$ cat src/rtl/core_pkg.sv
// Shared definitions for the RV32 pipeline sequencing controller.
package core_pkg;

    typedef enum logic [0:0] {
        RUN      = 1'b0,
        MDU_WAIT = 1'b1
    } state_t;

    localparam logic [4:0] REG_X0 = 5'd0;

    // Control-field slice of the ID/EX register cleared by a bubble.
    localparam int CTRL_MSB = 175;
    localparam int CTRL_LSB = 160;
    localparam int CTRL_W   = CTRL_MSB - CTRL_LSB + 1;

endpackage

$ cat src/rtl/pipe_hazard_ctrl_if.sv
// Hazard-detection inputs and per-stage sequencing controls between pipeline and controller.
interface pipe_hazard_ctrl_if;
    logic [4:0] id_rs1;
    logic [4:0] id_rs2;
    logic       id_use_rs1;
    logic       id_use_rs2;
    logic [4:0] ex_rd;
    logic       ex_mem_read;
    logic       ex_branch_taken;
    logic       ex_mdu_op;
    logic       mdu_done;

    logic       pc_en;
    logic       if_id_en;
    logic       if_id_flush;
    logic       id_ex_en;
    logic       id_ex_bubble;
    logic       ex_mem_bubble;
    logic       mdu_start;

    // Pipeline side: reports decode/execute status, obeys the controls.
    modport master (
        output id_rs1, id_rs2, id_use_rs1, id_use_rs2, ex_rd, ex_mem_read,
               ex_branch_taken, ex_mdu_op, mdu_done,
        input  pc_en, if_id_en, if_id_flush, id_ex_en, id_ex_bubble,
               ex_mem_bubble, mdu_start
    );

    // Controller side.
    modport slave (
        input  id_rs1, id_rs2, id_use_rs1, id_use_rs2, ex_rd, ex_mem_read,
               ex_branch_taken, ex_mdu_op, mdu_done,
        output pc_en, if_id_en, if_id_flush, id_ex_en, id_ex_bubble,
               ex_mem_bubble, mdu_start
    );
endinterface

$ cat src/rtl/pipe_hazard_ctrl.sv
// Decides each cycle whether PC, IF/ID and ID/EX advance, hold or take a bubble;
// counts stall cycles and taken-branch flushes.
module pipe_hazard_ctrl
    import core_pkg::*;
#(
    parameter int CNT_W = 32
) (
    input  logic                clk,
    input  logic                rst,
    pipe_hazard_ctrl_if.slave   hz,
    output logic [CNT_W-1:0]    stall_cnt,
    output logic [CNT_W-1:0]    flush_cnt
);

    state_t state, state_nxt;
    logic   flush_evt;

    // x0 is hard-wired zero, so a load targeting it never feeds a consumer.
    function automatic logic load_use(
        input logic       mem_read,
        input logic [4:0] rd,
        input logic [4:0] rs1,
        input logic       use1,
        input logic [4:0] rs2,
        input logic       use2
    );
        return mem_read && (rd != REG_X0) &&
               ((use1 && (rs1 == rd)) || (use2 && (rs2 == rd)));
    endfunction

    always_ff @(posedge clk) begin
        if (rst) state <= RUN;
        else     state <= state_nxt;
    end

    always_comb begin
        state_nxt        = state;
        flush_evt        = 1'b0;
        hz.pc_en         = 1'b1;
        hz.if_id_en      = 1'b1;
        hz.if_id_flush   = 1'b0;
        hz.id_ex_en      = 1'b1;
        hz.id_ex_bubble  = 1'b0;
        hz.ex_mem_bubble = 1'b0;
        hz.mdu_start     = 1'b0;

        if (rst) begin
            state_nxt        = RUN;
            hz.pc_en         = 1'b0;
            hz.if_id_en      = 1'b0;
            hz.id_ex_en      = 1'b0;
            hz.if_id_flush   = 1'b1;
            hz.id_ex_bubble  = 1'b1;
            hz.ex_mem_bubble = 1'b1;
        end else begin
            unique case (state)
                RUN: begin
                    // A taken branch wins: whatever sits in ID is wrong-path.
                    if (hz.ex_branch_taken) begin
                        flush_evt       = 1'b1;
                        hz.if_id_flush  = 1'b1;
                        hz.id_ex_bubble = 1'b1;
                    end else if (hz.ex_mdu_op) begin
                        state_nxt        = MDU_WAIT;
                        hz.mdu_start     = 1'b1;
                        hz.pc_en         = 1'b0;
                        hz.if_id_en      = 1'b0;
                        hz.id_ex_en      = 1'b0;
                        hz.ex_mem_bubble = 1'b1;
                    end else if (load_use(hz.ex_mem_read, hz.ex_rd,
                                          hz.id_rs1, hz.id_use_rs1,
                                          hz.id_rs2, hz.id_use_rs2)) begin
                        hz.pc_en        = 1'b0;
                        hz.if_id_en     = 1'b0;
                        hz.id_ex_bubble = 1'b1;
                    end
                end
                MDU_WAIT: begin
                    // EX holds the MDU op here, so no load-use check on release.
                    if (hz.mdu_done) begin
                        state_nxt = RUN;
                    end else begin
                        hz.pc_en         = 1'b0;
                        hz.if_id_en      = 1'b0;
                        hz.id_ex_en      = 1'b0;
                        hz.ex_mem_bubble = 1'b1;
                    end
                end
                default: state_nxt = RUN;
            endcase
        end
    end

    always_ff @(posedge clk) begin
        if (rst) begin
            stall_cnt <= '0;
            flush_cnt <= '0;
        end else begin
            if (!hz.pc_en) stall_cnt <= stall_cnt + CNT_W'(1);
            if (flush_evt) flush_cnt <= flush_cnt + CNT_W'(1);
        end
    end

endmodule

$ cat src/flat_wrapper.sv
// flat-port wrapper written by rule: the top's interface ports become plain ports
module pipe_hazard_ctrl_flat import core_pkg::*;
#(
    parameter int CNT_W = 32
)
  (clk, rst, stall_cnt, flush_cnt, hz_id_rs1, hz_id_rs2, hz_id_use_rs1, hz_id_use_rs2, hz_ex_rd, hz_ex_mem_read, hz_ex_branch_taken, hz_ex_mdu_op, hz_mdu_done, hz_pc_en, hz_if_id_en, hz_if_id_flush, hz_id_ex_en, hz_id_ex_bubble, hz_ex_mem_bubble, hz_mdu_start);
  pipe_hazard_ctrl_if hz_i ();
  input  logic clk;
  input  logic rst;
  output logic [CNT_W-1:0] stall_cnt;
  output logic [CNT_W-1:0] flush_cnt;
  input wire logic [$bits(hz_i.id_rs1)-1:0] hz_id_rs1;
  input wire logic [$bits(hz_i.id_rs2)-1:0] hz_id_rs2;
  input wire logic [$bits(hz_i.id_use_rs1)-1:0] hz_id_use_rs1;
  input wire logic [$bits(hz_i.id_use_rs2)-1:0] hz_id_use_rs2;
  input wire logic [$bits(hz_i.ex_rd)-1:0] hz_ex_rd;
  input wire logic [$bits(hz_i.ex_mem_read)-1:0] hz_ex_mem_read;
  input wire logic [$bits(hz_i.ex_branch_taken)-1:0] hz_ex_branch_taken;
  input wire logic [$bits(hz_i.ex_mdu_op)-1:0] hz_ex_mdu_op;
  input wire logic [$bits(hz_i.mdu_done)-1:0] hz_mdu_done;
  output wire logic [$bits(hz_i.pc_en)-1:0] hz_pc_en;
  output wire logic [$bits(hz_i.if_id_en)-1:0] hz_if_id_en;
  output wire logic [$bits(hz_i.if_id_flush)-1:0] hz_if_id_flush;
  output wire logic [$bits(hz_i.id_ex_en)-1:0] hz_id_ex_en;
  output wire logic [$bits(hz_i.id_ex_bubble)-1:0] hz_id_ex_bubble;
  output wire logic [$bits(hz_i.ex_mem_bubble)-1:0] hz_ex_mem_bubble;
  output wire logic [$bits(hz_i.mdu_start)-1:0] hz_mdu_start;
  assign hz_i.id_rs1 = hz_id_rs1;
  assign hz_i.id_rs2 = hz_id_rs2;
  assign hz_i.id_use_rs1 = hz_id_use_rs1;
  assign hz_i.id_use_rs2 = hz_id_use_rs2;
  assign hz_i.ex_rd = hz_ex_rd;
  assign hz_i.ex_mem_read = hz_ex_mem_read;
  assign hz_i.ex_branch_taken = hz_ex_branch_taken;
  assign hz_i.ex_mdu_op = hz_ex_mdu_op;
  assign hz_i.mdu_done = hz_mdu_done;
  assign hz_pc_en = hz_i.pc_en;
  assign hz_if_id_en = hz_i.if_id_en;
  assign hz_if_id_flush = hz_i.if_id_flush;
  assign hz_id_ex_en = hz_i.id_ex_en;
  assign hz_id_ex_bubble = hz_i.id_ex_bubble;
  assign hz_ex_mem_bubble = hz_i.ex_mem_bubble;
  assign hz_mdu_start = hz_i.mdu_start;
  pipe_hazard_ctrl #(.CNT_W(CNT_W)) u_core (.clk(clk), .rst(rst), .hz(hz_i), .stall_cnt(stall_cnt), .flush_cnt(flush_cnt));
endmodule
$ cat config.mk
export PLATFORM = sky130hd
export DESIGN_NAME = pipe_hazard_ctrl_flat
export DESIGN_NICKNAME = d
export VERILOG_FILES = /design/src/rtl/core_pkg.sv /design/src/rtl/pipe_hazard_ctrl_if.sv /design/src/rtl/pipe_hazard_ctrl.sv /design/src/flat_wrapper.sv
export SDC_FILE = /design/constraint.sdc
export NUM_CORES = 1
export LEC_CHECK = 0
export ABC_AREA = 0
export CAP_MARGIN = 20
export CORE_MARGIN = 2
export CORE_UTILIZATION = 43
export DETAILED_ROUTE_END_ITERATION = 7
export PLACE_DENSITY_LB_ADDON = 0.25
export SLEW_MARGIN = 40
export SYNTH_ARGS = -nofsm -noshare
export SYNTH_HDL_FRONTEND = slang
export SYNTH_SLANG_ARGS = --single-unit
$ cat constraint.sdc
create_clock -name clk -period 1.96 [get_ports clk]
set_input_delay 0.392 -clock clk [delete_from_list [all_inputs] [get_ports clk]]
set_output_delay 0.392 -clock clk [all_outputs]
set_load 0.005 [all_outputs]
[Yosys cells after proc, flatten, opt, wreduce, memory -nomap -nowiden]
Index checks and enable logic that the tools add are counted.
Cells by class
  add/subtract/negate cells: 2
  eq/ne operators: 2
  reductions and logical operators: 6
  mux-type cells: 26
  bitwise logic cells: 1
Operators by type and width (number)
  adder 32 x 1 -> 32 bit, second input constant: 2
  two-way mux 1 bit: 23
  == test 5 bit: 2
  case mux 1 bit (2 select lines): 3
  nonzero test 5 bit: 1
  logical AND 1 bit: 4
  logical OR 1 bit: 1
  inverter 1 bit: 1
Storage, ports and cells
  flip-flop bits (word level): 65
  output and inout port bits: 71
  word-level logic and storage cells: 40

[Longest topological paths before layout]
Gate-level depths: netlist of the first run.
  depth in word-level cells: 9
  gate-level depth with buffers: 8

[Worst setup path after synthesis of the first run]
OpenSTA, ideal clock, no wires.
  path kind: input to register
  start: input hz_ex_rd[0]
  end: register u_core.stall_cnt[3]
  buffers on the path: 2
  setup slack: 0.010 ns
  stages on the path: 8
  arrival time: 1.823 ns
  cells stage by stage: or4_1 -> nor2_1 -> nor4_1 -> a21oi_1 -> buf_2 -> buf_2 -> xor2_1 -> nor2_1
On the way
  longest elaborated chain between the ends: 9
  elaborated cells between the ends (all ways): 13
  classes of those cells: eq/ne (2); mux (5); reduce/logical (6)
RTL lines
  start, declared: RTL line flat_wrapper.sv:16  | input wire logic [$bits(hz_i.ex_rd)-1:0] hz_ex_rd;
  == test 5 bit: RTL line pipe_hazard_ctrl.sv:28  | ((use1 && (rs1 == rd)) || (use2 && (rs2 == rd)));
  logical AND 1 bit: RTL line pipe_hazard_ctrl.sv:28
  logical OR 1 bit: RTL line pipe_hazard_ctrl.sv:28
  logical AND 1 bit *: RTL line pipe_hazard_ctrl.sv:27  | return mem_read && (rd != REG_X0) &&
  two-way mux 1 bit *: RTL line pipe_hazard_ctrl.sv:70  | end else if (load_use(hz.ex_mem_read, hz.ex_rd,
  two-way mux 1 bit *: RTL line pipe_hazard_ctrl.sv:63  | end else if (hz.ex_mdu_op) begin
  two-way mux 1 bit *: RTL line pipe_hazard_ctrl.sv:59  | if (hz.ex_branch_taken) begin
  case mux 1 bit (2 select lines) *: RTL line pipe_hazard_ctrl.sv:56  | unique case (state)
  two-way mux 1 bit *: RTL line pipe_hazard_ctrl.sv:47  | if (rst) begin
  end signal, assigned: RTL line pipe_hazard_ctrl.sv:99  | if (!hz.pc_en) stall_cnt <= stall_cnt + CNT_W'(1);
  end, declared: RTL line pipe_hazard_ctrl.sv:11  | output logic [CNT_W-1:0] stall_cnt,
Mark *: on every way between the ends. The rest lies on a longest branch, timed or not.
A chain may end at the register's enable or synchronous reset.

[Final worst setup path of the first run]
  start: input hz_ex_rd[2]
  end: output hz_id_ex_bubble
On the way
  longest elaborated chain between the ends: 9
  elaborated cells between the ends (all ways): 13
  classes of those cells: eq/ne (2); mux (5); reduce/logical (6)
RTL lines
  == test 5 bit: RTL line pipe_hazard_ctrl.sv:28
  logical AND 1 bit: RTL line pipe_hazard_ctrl.sv:28
  logical OR 1 bit: RTL line pipe_hazard_ctrl.sv:28
  logical AND 1 bit *: RTL line pipe_hazard_ctrl.sv:27
  two-way mux 1 bit *: RTL line pipe_hazard_ctrl.sv:70
  two-way mux 1 bit *: RTL line pipe_hazard_ctrl.sv:63
  two-way mux 1 bit *: RTL line pipe_hazard_ctrl.sv:59
  two-way mux 1 bit *: RTL line pipe_hazard_ctrl.sv:56
  two-way mux 1 bit *: RTL line pipe_hazard_ctrl.sv:47
  end, declared: RTL line flat_wrapper.sv:25  | output wire logic [$bits(hz_i.id_ex_bubble)-1:0] hz_id_ex_bubble;
Marks and branches as above.

==> impl_results.md, run 1 <==
* Outcome: finished with violations
* Failing checks: negative setup slack
* Via count at about 3,500
* Clk buf depth at 2
* Share of cells above drive strength 1 at between 20% and 30%
* Post-CTS Hold Fix Bufs at 0
* Max_cap viols at 0
* Crit path max-delay cell type: or4_4
* Remaining Overflow, GRT at 0
* Register area share after synthesis at between 40% and 50%
* FP Rows at 31
* Drt first pass iters at 4
* Post-synth top flop: dfxtp_1
* Final Max Tran Viols at 0
* Multiplexer share of the synthesized area at 0.972%
* Final Skew at 0.0121 ns
* Placed Area at 4590 um2
* Cell variety after synth at 45
* Switch Pwr at approximately 0.00064 W
* Worst Setup End Kind: primary output
* Layout Cells excl Fill at about 640
* # fillers at roughly 580
* Clk_lat worst skew at 0.34 ns
* Routed Antenna Nets at 0
* Compound-cell area share of the yosys netlist at 13.8%
* Die H at ~91 um
* Register area at 1320 um2
* Top post-synthesis cells by area: dfxtp_1 40%, xnor2_1 7.3%, a21oi_1 5.6%, nor2_1 4.9%, or3_1 4.9%
* Die W at just over 90 um
* Number of global-route vias before repair at 3,348
* Post-detail-place hpwl at ~6300 um
* Synth cell count leaders: 65 x dfxtp_1, 42 x nor2_1, 36 x a21oi_1
* P&R area growth vs syn at 58.7%
* Root Driver: clkbuf_8
* Hold WS at roughly 0.48 ns
* Most frequent cell after synthesis: dfxtp_1
* Drt total wl at 9590 um
* CP Data Required Time at approximately 1.6 ns
* Total core area at between 7000 and 8000 um2
* Mapped Area at 3220 um2
* Slew Limit Headroom at between 70% and 80%
* Xor and xnor area share after synthesis at between 9 and 10%
* Nets at roughly 560
* Initial Util at between 40 and 50%
* TNS Setup at -0.00841 ns
* Starting DRC count in detailed routing at between 100 and 150
* Setup ws final at -0.00841 ns
* Top cell type by total area after synthesis: dfxtp_1
* # DRC at 0
* Worst Tran Pin Value at 0.372 ns
* Fmax at 508 MHz
* Worst hold-check path type: reg -> reg
* Avg Inst Size Synth at 8.23 um2
* Critical path buffer and inverter count at 3
* CP Launch Type: primary input
* Switching Share at a little under a quarter
* I/O Buffers at a little over 90
* Power share of the clock group at between 40% and 50%
* Initial antenna violation count at 0
* Kind of critical path: in -> out
* Pre-CTS WS at -0.791 ns
* Diodes inserted at 0
* Final min period at around 2.0 ns
* Routed wire per std cell at between 15 and 20 um
* Final design area excluding fillers at roughly 5100 um2
* Post-synth EDFFs at 0
* CP peak stage delay at approximately 0.54 ns
* CP Cell Sequence: buf_2, or4_4, nor2_4, nor2_4, buf_6, nand2_1, o21bai_1, buf_2
* Internal power at approximately 0.0022 W
* I/O pins at 94
* RSZ-0062 raised after global routing: true
* Simple-gate share of the synthesized area at 29.7%
* Number of vias per cell at roughly 5.5
* Yosys top cell area share at around two fifths
* Maximum vdd ir drop at ~350 uV
* Largest family of logic cells by synthesized area: simple AND/OR/NAND/NOR gates
* Pin count of the biggest net entering global routing at 25
* Seq pwr share at roughly 47%
* Maximum fanout along the worst path at 2
* GP Congestion at between 0.8 and 0.9
* Power per cell area at about 560 nW/um2
* Total CTS buffers at 9
* CTS tree: yes
* Synth Instances at approximately 400
* Area of the multi-input gates at 1980 um2
* Inst Count DP at roughly 610
* Crit path max-delay family: simple AND/OR/NAND/NOR gates
* Syn_nets at between 400 and 500
* Die area at between 8000 and 9000 um2
* YS warnings at 0
* Worst-path clk slew at around 0.07 ns
* Static Leak at 1.79 nW
* Flops & latches, synth at between 60 and 70
* Tot GR Track Use at approximately 22%
* Clk sinks at 65
* Final hold vios at 0
* Part of the cycle the worst path needs at 100%
* Worst path arrival time at between 1.5 and 2 ns
* CTS H-tree lvls at 3
* Setup violations, final at 1
* Adder-Cell Fraction of Synth Area at less than 1%
* Comb pwr share at 8.0%
* Post-synth ARST share at 0%
* First-pass GRT wire length at around 15,000 um
[power by group through the flow]
stage / logic, W / registers [W] / clock network, W
2_1_floorplan: 0.0000872 / 0.00137 / 0
3_5_place_dp: 0.000216 / 0.00137 / 0
3_3_place_gp: 0.000213 / 0.00137 / 0
6_report: 0.000228 / 0.00134 / 0.00127
5_1_grt: 0.000245 / 0.00134 / 0.00135
4_1_cts: 0.000215 / 0.00134 / 0.00128
[cells in the final DEF, fill, tap and decap left out, types with 8 or more instances in the layout]
master,netlist,layout
nor2_1,42,39
or3_1,25,23
inv_1,14,14
clkbuf_8,0,10
a21oi_2,0,9
a21oi_1,36,26
nand3_1,13,12
dfxtp_2,0,8
nand4_1,12,12
nand2_1,29,29
clkdlybuf4s50_1,0,67
xnor2_1,27,25
dfxtp_1,65,55
o31ai_1,8,8
buf_4,1,50
o21ai_0,26,25
xor2_1,9,9
nor3_1,8,8
dlygate4sd2_1,0,14
[registers in the layout, indices dropped and copies added, names as in the netlist]
name	flops
u_core.flush_cnt	32
u_core.stall_cnt	32
u_core.state	1
[worst paths after layout]
| check | slack, ns | cells after the start | startpoint | endpoint |
|---|---|---|---|---|
| worst max-delay path | -0.008 | 8 | hz_ex_rd[2] | hz_id_ex_bubble |
| worst min-delay path | 0.48 | 2 | u_core.stall_cnt[31] | u_core.stall_cnt[31] |
| worst max register to register | 0.07 | 6 | u_core.stall_cnt[7] | u_core.stall_cnt[17] |
| worst min register to register | 0.48 | 2 | u_core.stall_cnt[31] | u_core.stall_cnt[31] |
[worst reg2reg max path: cells and delay by family (launching register included)]
kind	cells	cell delay, ns
and+or+nand+nor	4	1.17
buffers and inverters	1	0.20
AOI/OAI and AO/OA	1	0.12
DFF	1	0.34
[what timing repair did]
| item | 4_1_cts | 5_1_grt |
|---|---|---|
| buffers inserted | 2 | 4 |
| pin swaps | 15 | 22 |
| setup endpoints to repair | 40 | 34 |
| gates cloned | 2 | 2 |
| hold endpoints to repair | 0 | 0 |
| gates resized for setup | 60 | 49 |
[logic make-up after synthesis]
group	count (synthesis)
AO/OA/AOI/OAI	79
XOR/XNOR	36
adder cells (fa/ha/maj)	2
buffers and inverters	34
flip-flops	65
multiplexers	3
AND/OR/NAND/NOR	172
[through the flow]
stage / utilization [%] / total power, W
2_1_floorplan: - / 0.00146
3_3_place_gp: 63.2 / 0.00159
3_5_place_dp: 63.2 / 0.00159
4_1_cts: 67.0 / 0.00284
5_1_grt: 70.5 / 0.00294
6_report: 70.5 / 0.00284
[routing by layer]
metal | vias to the layer above | track usage [%] | wire length (um)
li1 | 1687 | - | -
met1 | 1678 | 25.4 | 3980
met2 | 102 | 39.8 | 4940
met3 | 21 | 4.67 | 437
met4 | 0 | 7.69 | 236
met5 | - | 0 | 0
[cell type report]
cell class / count / area share, %
Clock inverter: 5 / 1.54
Timing Repair Buffer: 154 / 27.7
Inverter: 14 / 1.03
Multi-Input combinational cell: 292 / 38.8
Tap cell: 99 / 2.42
Clock buffer: 10 / 2.69
Sequential cell: 65 / 25.8
Note: power is estimated with default switching activity, not from simulation.
==> inputs of run 2 (changes only) <==
Settings changed: CORE_UTILIZATION 43 to 45, DONT_BUFFER_PORTS from default to 1.
==> run 2 against run 1 <==
Compared with the run above:
- the flow now finishes without violations
- combinational power shrank 57%
- sequential power about the same
- critical path depth decreased by 4
- first-iteration DRC count decreased by 28%
- final cell count shrank 18%
- clock skew is 0.0051 ns lower
- final area shrank 25%
- non-clock buffer count down 115
- clock-buffer cell count up 1
- critical path type unchanged
- largest power group unchanged
==> impl_results.md, run 2 (synthesis results as in run 1) <==
* Outcome: finished clean
* Remaining Overflow, GRT at 0 (unchanged)
* Total core area at 6870 um2 (-5.3%)
* Final Max Tran Viols at 0 (unchanged)
* # fillers at 664 (+15%)
* CP Launch Type: primary input
* Biggest regs: u_core.flush_cnt (32), u_core.stall_cnt (32), u_core.state (1)
* Hold path cells at 1 (-1)
* Worst Reg-to-Reg Cells at 6 (unchanged)
* Diodes inserted at 0 (unchanged)
* Clk buf depth at 2 (unchanged)
* Hold EP: u_core.flush_cnt[1]
* Maximum fanout along the worst path at 3 (+1)
* Root Driver: clkbuf_8
* Die area at 7850 um2 (-4.3%)
* Max_cap viols at 0 (unchanged)
* First-pass GRT wire length at 12,400 um (-17%)
* Post-detail-place hpwl at 5320 um (-15%)
* CP peak stage delay at 0.52 ns (-0.02 ns)
* Number of vias per cell at 5.64 (+3.3%)
* Setup violations, final at 0 (-1)
* Clk_lat worst skew at 0.33 ns (about the same)
* I/O Buffers at 0 (-100%)
* Share of cells above drive strength 1 at 20.5% (-5.3 points)
* Static Leak at 1.25 nW (-30%)
* Kind of critical path: in -> out
* Setup ws final at 0.0687 ns (+0.0771 ns)
* Most common cell after layout, fill and taps aside: dfxtp_1
* Power per cell area at 627 nW/um2 (+13%)
* Most frequent cells in the layout: 56 x dfxtp_1, 39 x nor2_1, 35 x buf_4
* Number of global-route vias before repair at 2,787 (-17%)
* Via count at 2,939 (-16%)
* Final Skew at 0.00698 ns (-0.00510 ns)
* Final min period at 1.89 ns (-0.0771 ns)
* Post-CTS Hold Fix Bufs at 0 (unchanged)
* Hold Path Origin: rst
* Tot GR Track Use at 19.9% (-2.1 points)
* CP Cell Sequence: or4_1, nor2_2, nor2_1, a31oi_2
* CTS H-tree lvls at 3 (unchanged)
* Part of the cycle the worst path needs at 96.5% (-3.9 points)
* CTS tree: yes
* Pre-CTS WS at 0.00337 ns (+0.794 ns)
* # DRC at 0 (unchanged)
* Maximum vdd ir drop at 332 uV (-5.0%)
* R2r setup slk at 0.08 ns (about the same)
* P&R area growth vs syn at 18.6%
* Initial Util at 46.9% (+2.5 points)
* Starting DRC count in detailed routing at 103 (-28%)
* Fmax at 529 MHz (+4.1%)
* Nets at 446 (-20%)
* CP Data Required Time at 1.57 ns (about the same)
* Worst-path clk slew at 0.07 ns (about the same)
* I/O pins at 94 (unchanged)
* Drt total wl at 7570 um (-21%)
* Die W at 88.6 um (-2.1%)
* Routed wire per std cell at 14.5 um (-3.2%)
* Worst hold-check path type: in -> reg
* FP Rows at 30 (-3.2%)
* GP Congestion at 0.778 (-8.8%)
* Total CTS buffers at 9 (unchanged)
* Fin util at 55.6% (-15 points)
* Slew Limit Headroom at 76.5% (+1.6 points)
* Reg2reg end: u_core.stall_cnt[28]
* Final hold vios at 0 (unchanged)
* RR Startpoint: u_core.stall_cnt[6]
* Worst Tran Pin Value at 0.351 ns (-0.0209 ns)
* Drt first pass iters at 4 (unchanged)
* Worst path arrival time at 1.50 ns (-0.08 ns)
* Crit path max-delay cell type: or4_1
* RSZ-0062 raised after global routing: true
* Pin count of the biggest net entering global routing at 69 (+180%)
* Initial antenna violation count at 0 (unchanged)
* Routed Antenna Nets at 0 (unchanged)
* Worst Setup End Kind: primary output
* Die H at 88.6 um (-2.1%)
* Clk sinks at 65 (unchanged)
## run 2: cell count changes in the layout (fill, tap and decap cells not counted), moves of 4 or more
cell,previous run,this run
clkdlybuf4s50_1,67,0
a21oi_2,9,5
a21oi_1,26,31
dlygate4sd2_1,14,0
buf_6,6,2
buf_2,7,0
buf_4,50,35
## run 2: what timing repair did
item,CTS,global route
gates resized for setup,1,25
pin swaps,0,11
setup buffers,0,3
endpoints found under the setup margin,2,23
## run 2: routing by layer
metal	GRT usage, %	wire length [um]	vias up
met1	22.4	3230	1394
li1	-	-	1462
met2	33.9	3700	71
met3	8.12	555	12
met5	0	0	-
met4	7.02	83	0
## run 2: final cells by class
| class | instances | area (um2) | area share (%) |
|---|---|---|---|
| multi-input combinational | 292 | 1850 | 48.4 |
| sequential | 65 | 1310 | 34.4 |
| timing repair buffer | 39 | 325 | 8.52 |
| clock buffer | 11 | 141 | 3.70 |
| tap | 96 | 120 | 3.15 |
| inverter | 14 | 52.6 | 1.38 |
| clock inverter | 4 | 20.0 | 0.524 |
## run 2: worst max path at each step
stage          slack [ns]              endpoint            startpoint
2_1_floorplan        0.01   u_core.stall_cnt[3]           hz_ex_rd[0]
3_3_place_gp         0.05           hz_if_id_en           hz_ex_rd[0]
3_5_place_dp        0.003  u_core.stall_cnt[26]           hz_ex_rd[2]
4_1_cts              0.03  u_core.stall_cnt[28]  u_core.stall_cnt[10]
5_1_grt             -0.02  u_core.stall_cnt[28]   u_core.stall_cnt[7]
6_report             0.07           hz_if_id_en           hz_ex_rd[0]
## run 2: through the flow
step | cells | area (um2) | setup TNS (ns) | total power [W] | hold WS (ns)
CTS | 518 | 3720 | 0 | 0.00243 | 0.109
global placement | 503 | 3550 | 0 | 0.00146 | 0.467
floorplan | 391 | 3220 | 0 | 0.00146 | 0.468
finish | 521 | 3820 | 0 | 0.00239 | 0.117
detailed placement | 503 | 3550 | 0 | 0.00147 | 0.471
global route | 521 | 3820 | -0.0439 | 0.00250 | 0.0896
## run 2: worst max-delay path, delay by kind of cell
family	cells	cell delay, ns
AND/OR/NAND/NOR	3	0.82
AO/OA/AOI/OAI	1	0.28
## run 2: power by group
part | internal [W] | switching, W
clock | 0.000478 | 0.000477
combinational | 0.0000534 | 0.0000445
sequential | 0.00133 | 0.0000108
total | 0.00186 | 0.000533
